--- src/rtl/ahb_arbiter.sv ---
// Four-master AHB bus arbiter: round-robin grant with beat-limited tenure,
// locked-transfer hold and one-transfer handover of the address phase.
module ahb_arbiter #(
  parameter int DEFAULT_MASTER = 0,
  parameter int MAX_BEATS      = 8
) (
  input  logic       hclk,
  input  logic       hreset,
  input  logic [3:0] hbusreq,
  input  logic [3:0] hlock,
  input  logic [1:0] htrans,
  input  logic       hready,
  output logic [3:0] hgrant,
  output logic [1:0] hmaster,
  output logic       hmastlock
);
  localparam logic [1:0] DEF  = 2'(DEFAULT_MASTER);
  localparam logic [7:0] MAXB = 8'(MAX_BEATS);

  typedef enum logic [1:0] {IDLE, OWNED, LOCKED} state_t;

  state_t     state, state_n;
  logic [1:0] owner, owner_n, ptr, ptr_n, win, idx;
  logic [7:0] beats, beats_n;
  logic       found, others, arb, active, tenure_end;

  // Grant is decoded from the registered owner index, so it is one-hot by construction.
  assign hgrant     = 4'b0001 << owner;
  assign others     = |(hbusreq & ~hgrant);
  assign active     = (htrans == 2'b10) || (htrans == 2'b11);
  assign tenure_end = !hbusreq[owner] || (beats == MAXB && others);

  // Round-robin search starting just after the last granted master.
  always_comb begin
    win   = ptr;
    found = 1'b0;
    idx   = '0;
    for (int i = 1; i <= 4; i++) begin
      idx = ptr + 2'(i);
      if (!found && hbusreq[idx]) begin
        win   = idx;
        found = 1'b1;
      end
    end
  end

  always_comb begin
    state_n = state;
    owner_n = owner;
    ptr_n   = ptr;
    beats_n = beats;
    arb     = 1'b0;
    if (hready) begin
      case (state)
        IDLE:   arb = 1'b1;
        OWNED:  arb = tenure_end;
        LOCKED: if (!hlock[owner]) begin
                  state_n = OWNED;
                  arb     = tenure_end;
                end
        default: arb = 1'b1;
      endcase
      // Every arbitration point starts a fresh tenure, even if the same master wins again.
      if (arb) begin
        beats_n = '0;
        if (found) begin
          owner_n = win;
          ptr_n   = win;
          state_n = hlock[win] ? LOCKED : OWNED;
        end else begin
          owner_n = DEF;
          state_n = IDLE;
        end
      end else if (active && beats != MAXB) begin
        beats_n = beats + 8'd1;
      end
    end
  end

  always_ff @(posedge hclk or posedge hreset) begin
    if (hreset) begin
      state     <= IDLE;
      owner     <= DEF;
      ptr       <= '0;
      beats     <= '0;
      hmaster   <= DEF;
      hmastlock <= 1'b0;
    end else begin
      state <= state_n;
      owner <= owner_n;
      ptr   <= ptr_n;
      beats <= beats_n;
      // Address phase follows the grant one completed transfer later.
      if (hready) begin
        hmaster   <= owner;
        hmastlock <= (state == LOCKED) && hlock[owner];
      end
    end
  end
endmodule
--- config.mk ---
export PLATFORM = sky130hd
export DESIGN_NAME = ahb_arbiter
export DESIGN_NICKNAME = d
export VERILOG_FILES = /design/src/rtl/ahb_arbiter.sv
export SDC_FILE = /design/constraint.sdc
export NUM_CORES = 1
export LEC_CHECK = 0
export CORE_UTILIZATION = 45
export DETAILED_ROUTE_END_ITERATION = 10
export HOLD_SLACK_MARGIN = 0.12
export MAX_ROUTING_LAYER = met4
export PLACE_DENSITY_LB_ADDON = 0.25
export SLEW_MARGIN = 20
export SYNTH_ARGS = -nofsm -noshare
export SYNTH_HDL_FRONTEND = slang
export SYNTH_SLANG_ARGS = --single-unit
--- constraint.sdc ---
create_clock -name hclk -period 4.5 [get_ports hclk]
set_clock_uncertainty 0.2 [all_clocks]
set_input_delay 0.675 -clock hclk [delete_from_list [all_inputs] [get_ports hclk]]
set_output_delay 0.675 -clock hclk [all_outputs]
set_load 0.01 [all_outputs]
==> run_summary.xml <==
<?xml version="1.0" encoding="UTF-8"?>
<metrics>
  <group name="setup_path">
    <metric name="cp-start-kind" unit="">input pin</metric>
    <metric name="cp_cell_sequence" unit="">clkdlybuf4s50_1 &gt; mux4_2 &gt; nor2b_1 &gt; o21ai_2 &gt; nand2_4 &gt; nor2_4 &gt; mux2_4</metric>
    <metric name="crit_path_max_incr_delay" unit="ns">0.52</metric>
    <metric name="cp_data_required_time" unit="ns">4.48</metric>
    <metric name="r2r_setup_slack" unit="ns">2.09</metric>
    <metric name="crit_path_top_delay_cell" unit="">sky130_fd_sc_hd__mux4_2</metric>
    <metric name="worst_r2r_path_depth" unit="">6</metric>
    <metric name="cp.arrival" unit="ns">2.67</metric>
    <metric name="critical_path.max_fanout" unit="">10</metric>
    <metric name="cp-end-kind" unit="">flop</metric>
    <metric name="launching_point_of_the_worst_reg2reg_path" unit="">owner[0]</metric>
    <metric name="setup.worst_path.class" unit="">in -&gt; reg</metric>
    <metric name="buffers_inverters_on_critical_path" unit="">1</metric>
    <metric name="worst_path_dominant_cell_family" unit="">multiplexers</metric>
    <metric name="worstReg2RegEnd" unit="">ptr[1]</metric>
  </group>
  <group name="logic_synthesis">
    <metric name="synth_cells" unit="">115</metric>
    <metric name="synth_seq_cells" unit="">17</metric>
    <metric name="syn_nets" unit="">132</metric>
    <metric name="syn-mean-instance-area" unit="um2">10.3</metric>
    <metric name="yosysSeqAreaShare" unit="%">36.0</metric>
    <metric name="synth_area_in_compound_gates" unit="%">16.6</metric>
    <metric name="muxShareOfSynthArea" unit="%">12.7</metric>
    <metric name="synth_area" unit="um2">1180</metric>
    <metric name="ys_types" unit="">45</metric>
    <metric name="yosys.area_share.simple" unit="%">22.0</metric>
    <metric name="largest_family_of_logic_cells_by_synthesized_area" unit="">simple AND/OR/NAND/NOR gates</metric>
    <metric name="post_synth_xor_area_fraction" unit="%">2.97</metric>
    <metric name="yosysWarnings" unit="">0</metric>
    <metric name="yosys.area_share.adder" unit="%">4.24</metric>
  </group>
  <group name="timing">
    <metric name="final_period_minus_worst_setup_slack" unit="ns">2.69</metric>
    <metric name="relative_slew_slack" unit="%">54.9</metric>
    <metric name="rsz_0062_raised_after_global_routing" unit="">false</metric>
    <metric name="final-hold-violation-count" unit="">0</metric>
    <metric name="drv_slew" unit="">0</metric>
    <metric name="setup-tns-final" unit="ns">0</metric>
    <metric name="achievable-frequency" unit="MHz">372</metric>
    <metric name="layout_worst_path_cycle_share" unit="%">59.8</metric>
    <metric name="timing_worst_slew_pin_value" unit="ns">0.676</metric>
    <metric name="setup_viol_count_final" unit="">0</metric>
  </group>
  <group name="clocking">
    <metric name="clk_latency" unit="ns">0.29</metric>
    <metric name="clkSlewWorstSetupHoldPaths" unit="ns">0.09</metric>
    <metric name="clock_tree_root_driver_cell" unit="">sky130_fd_sc_hd__clkbuf_4</metric>
    <metric name="tritoncts" unit="">built</metric>
    <metric name="clock_tree.htree_level_count" unit="">1</metric>
    <metric name="clock_sinks" unit="">17</metric>
    <metric name="cts_setup_buffers" unit="">0</metric>
    <metric name="max-clock-path-buffers" unit="">2</metric>
    <metric name="hold_buffers" unit="">0</metric>
    <metric name="cts_resized" unit="">0</metric>
    <metric name="numCtsBuffers" unit="">3</metric>
  </group>
  <group name="placed_design">
    <metric name="dp.final_hpwl" unit="um">1730</metric>
    <metric name="portBuffers" unit="">18</metric>
    <metric name="dpl_cell_area" unit="um2">1370</metric>
    <metric name="finalWeightedCongestion" unit="">0.808</metric>
  </group>
  <group name="power_and_ir_drop">
    <metric name="power_per_cell_area" unit="nW/um2">552</metric>
    <metric name="power.ir.vdd_worst" unit="V">0.000371</metric>
    <metric name="static-leakage-power" unit="nW">0.600</metric>
    <metric name="finalPower" unit="mW">0.772</metric>
  </group>
  <group name="layout">
    <metric name="flow.area_growth_from_synthesis" unit="%">18.4</metric>
    <metric name="final_net_count" unit="">152</metric>
    <metric name="drive_gt1_share" unit="%">14.9</metric>
    <metric name="antennaDiodeCount" unit="">0</metric>
    <metric name="layout.cell_area.non_filler" unit="um2">1400</metric>
  </group>
  <group name="grt">
    <metric name="met1_layer_usage_reported_by_global_route" unit="%">23.0</metric>
    <metric name="grt_first_pass_wirelength" unit="um">3950</metric>
    <metric name="groute.usage.overall" unit="%">19.8</metric>
    <metric name="fraction_of_met3_tracks_used_by_global_routing" unit="%">5.46</metric>
    <metric name="grt.busiest_layer" unit="">met2</metric>
    <metric name="first_global_vias" unit="">917</metric>
    <metric name="use_met2" unit="%">34.0</metric>
    <metric name="pin_count_of_the_biggest_net_entering_global_routing" unit="">18</metric>
    <metric name="overflow" unit="">0</metric>
    <metric name="antenna_found_initial" unit="">0</metric>
  </group>
  <group name="routing">
    <metric name="antenna_left" unit="">0</metric>
    <metric name="wl_per_cell" unit="um">14.0</metric>
    <metric name="viasPerCell" unit="">5.66</metric>
    <metric name="drt_first_iter_violations" unit="">44</metric>
    <metric name="drt-total-wl" unit="um">2290</metric>
    <metric name="num_vias" unit="">928</metric>
    <metric name="detailedRoute.firstPassIterationCount" unit="">4</metric>
    <metric name="post_detailed_route_drc_marker_count" unit="">0</metric>
  </group>
  <group name="die">
    <metric name="chipWidth" unit="um">53.2</metric>
    <metric name="io_pins" unit="">20</metric>
    <metric name="core" unit="um2">2480</metric>
    <metric name="floorplan.die_area" unit="um2">2830</metric>
    <metric name="floorplan.rows" unit="">18</metric>
    <metric name="dieHeight" unit="um">53.2</metric>
    <metric name="effective_utilization_at_floorplan" unit="%">47.7</metric>
  </group>
  <group name="hold_path">
    <metric name="min_from" unit="">hmaster[1]</metric>
    <metric name="worst_hold_path_type" unit="">reg -&gt; reg</metric>
    <metric name="worst_hold_path.num_cells" unit="">1</metric>
    <metric name="hold-path-endpoint" unit="">hmaster[1]</metric>
  </group>
  <group name="flow_run">
    <metric name="cap_violations" unit="">0</metric>
  </group>
  <group name="status">
    <metric name="status" unit="">completed</metric>
  </group>
</metrics>
-- worst max path at each step --
stage                          start        to  slack [ns]  cells after the start
after floorplan             hlock[3]    ptr[0]        2.17                      6
after global placement    hbusreq[3]    ptr[0]        1.55                      7
after detailed placement  hbusreq[1]  state[1]        1.52                      6
after CTS                 hbusreq[1]  state[0]        1.83                      7
after global routing      hbusreq[1]  state[0]        1.70                      7
final                     hbusreq[3]    ptr[1]        1.81                      7
-- cell usage in the layout (no fill, tap or decap), types with 4 or more instances in the layout --
master and instances:
sky130_fd_sc_hd__inv_1 10, sky130_fd_sc_hd__dfrtp_1 17, sky130_fd_sc_hd__ha_1 4, sky130_fd_sc_hd__clkdlybuf4s50_1 18
sky130_fd_sc_hd__nor2_1 9, sky130_fd_sc_hd__a21oi_1 5, sky130_fd_sc_hd__nor2b_1 6, sky130_fd_sc_hd__nand2_1 6
-- metal layers --
metal / vias up / share of wire (%)
met1: 444 / 46
met2: 27 / 49
li1: 457 / -
met3: 0 / 4.7
met5: - / 0
met4: 0 / 0
-- per-stage QoR --
step	worst slack, ns	util (%)	hold WS, ns	std cells
5_1_grt	1.70	56.5	0.346	164
3_3_place_gp	1.55	55.4	0.297	160
2_1_floorplan	2.17	-	0.291	115
6_report	1.81	56.5	0.323	164
4_1_cts	1.83	56.5	0.330	164
3_5_place_dp	1.52	55.4	0.302	160
-- state kept, by name, indices dropped and copies added (netlist names) --
register	count
state	2
beats	8
ptr	2
owner	2
hmastlock	1
hmaster	2
-- power by group --
| part | leakage [nW] | internal (mW) | switching, mW |
|---|---|---|---|
| sequential | 0.221 | 0.200 | 0.0555 |
| clock | 0.0150 | 0.0345 | 0.0455 |
| combinational | 0.363 | 0.232 | 0.205 |
-- area by class of cell --
class	count	area (um2)
inverters	10	37.5
repair buffers	18	180
flip-flops and latches	17	425
clock buffers	4	26.3
fillers	230	1080
well taps	30	37.5
multi-input cells	85	692
-- cells by family (layout without fill, tap and decap cells) --
kind of cell,after synthesis,count (layout)
buffers and inverters,13,32
AO/OA/AOI/OAI,25,25
flip-flops,17,17
XOR/XNOR,4,4
multiplexers,10,10
AND/OR/NAND/NOR,42,42
adder cells (fa/ha/maj),4,4
-- cells in the mapped netlist --
| master | number | area (um2) |
|---|---|---|
| sky130_fd_sc_hd__a21boi_1 | 1 | 7.51 |
| sky130_fd_sc_hd__a21oi_1 | 5 | 25.0 |
| sky130_fd_sc_hd__a22o_1 | 3 | 26.3 |
| sky130_fd_sc_hd__a2bb2oi_1 | 1 | 8.76 |
| sky130_fd_sc_hd__a31oi_1 | 1 | 6.26 |
| sky130_fd_sc_hd__a32o_1 | 1 | 10.0 |
| sky130_fd_sc_hd__a41o_1 | 1 | 10.0 |
| sky130_fd_sc_hd__and2_1 | 2 | 12.5 |
| sky130_fd_sc_hd__and2b_1 | 1 | 7.51 |
| sky130_fd_sc_hd__and4_1 | 1 | 8.76 |
| sky130_fd_sc_hd__buf_6 | 2 | 22.5 |
| sky130_fd_sc_hd__clkbuf_1 | 1 | 3.75 |
| sky130_fd_sc_hd__dfrtp_1 | 17 | 425 |
| sky130_fd_sc_hd__ha_1 | 4 | 50.1 |
| sky130_fd_sc_hd__inv_1 | 10 | 37.5 |
| sky130_fd_sc_hd__mux2_2 | 2 | 22.5 |
| sky130_fd_sc_hd__mux2_4 | 2 | 30.0 |
| sky130_fd_sc_hd__mux2i_1 | 3 | 30.0 |
| sky130_fd_sc_hd__mux4_2 | 3 | 67.6 |
| sky130_fd_sc_hd__nand2_1 | 6 | 22.5 |
| sky130_fd_sc_hd__nand2_4 | 1 | 11.3 |
| sky130_fd_sc_hd__nand2b_1 | 2 | 12.5 |
| sky130_fd_sc_hd__nand3_1 | 2 | 10.0 |
| sky130_fd_sc_hd__nand3b_1 | 1 | 7.51 |
| sky130_fd_sc_hd__nand4_1 | 1 | 6.26 |
| sky130_fd_sc_hd__nor2_1 | 9 | 33.8 |
| sky130_fd_sc_hd__nor2_4 | 2 | 22.5 |
| sky130_fd_sc_hd__nor2b_1 | 6 | 37.5 |
| sky130_fd_sc_hd__nor3_1 | 2 | 10.0 |
| sky130_fd_sc_hd__nor3b_1 | 3 | 22.5 |
| sky130_fd_sc_hd__nor4_1 | 1 | 6.26 |
| sky130_fd_sc_hd__nor4b_2 | 1 | 15.0 |
| sky130_fd_sc_hd__o211ai_1 | 1 | 7.51 |
| sky130_fd_sc_hd__o211ai_2 | 1 | 12.5 |
| sky130_fd_sc_hd__o21a_1 | 1 | 7.51 |
| sky130_fd_sc_hd__o21a_2 | 1 | 8.76 |
| sky130_fd_sc_hd__o21ai_0 | 2 | 10.0 |
| sky130_fd_sc_hd__o21ai_1 | 2 | 10.0 |
| sky130_fd_sc_hd__o21ai_2 | 1 | 8.76 |
| sky130_fd_sc_hd__o31a_4 | 1 | 17.5 |
| sky130_fd_sc_hd__o31ai_1 | 1 | 7.51 |
| sky130_fd_sc_hd__o31ai_2 | 1 | 12.5 |
| sky130_fd_sc_hd__or4b_4 | 1 | 13.8 |
| sky130_fd_sc_hd__xnor2_1 | 3 | 26.3 |
| sky130_fd_sc_hd__xor2_1 | 1 | 8.76 |
No activity file was read; power rests on OpenSTA's default activity.
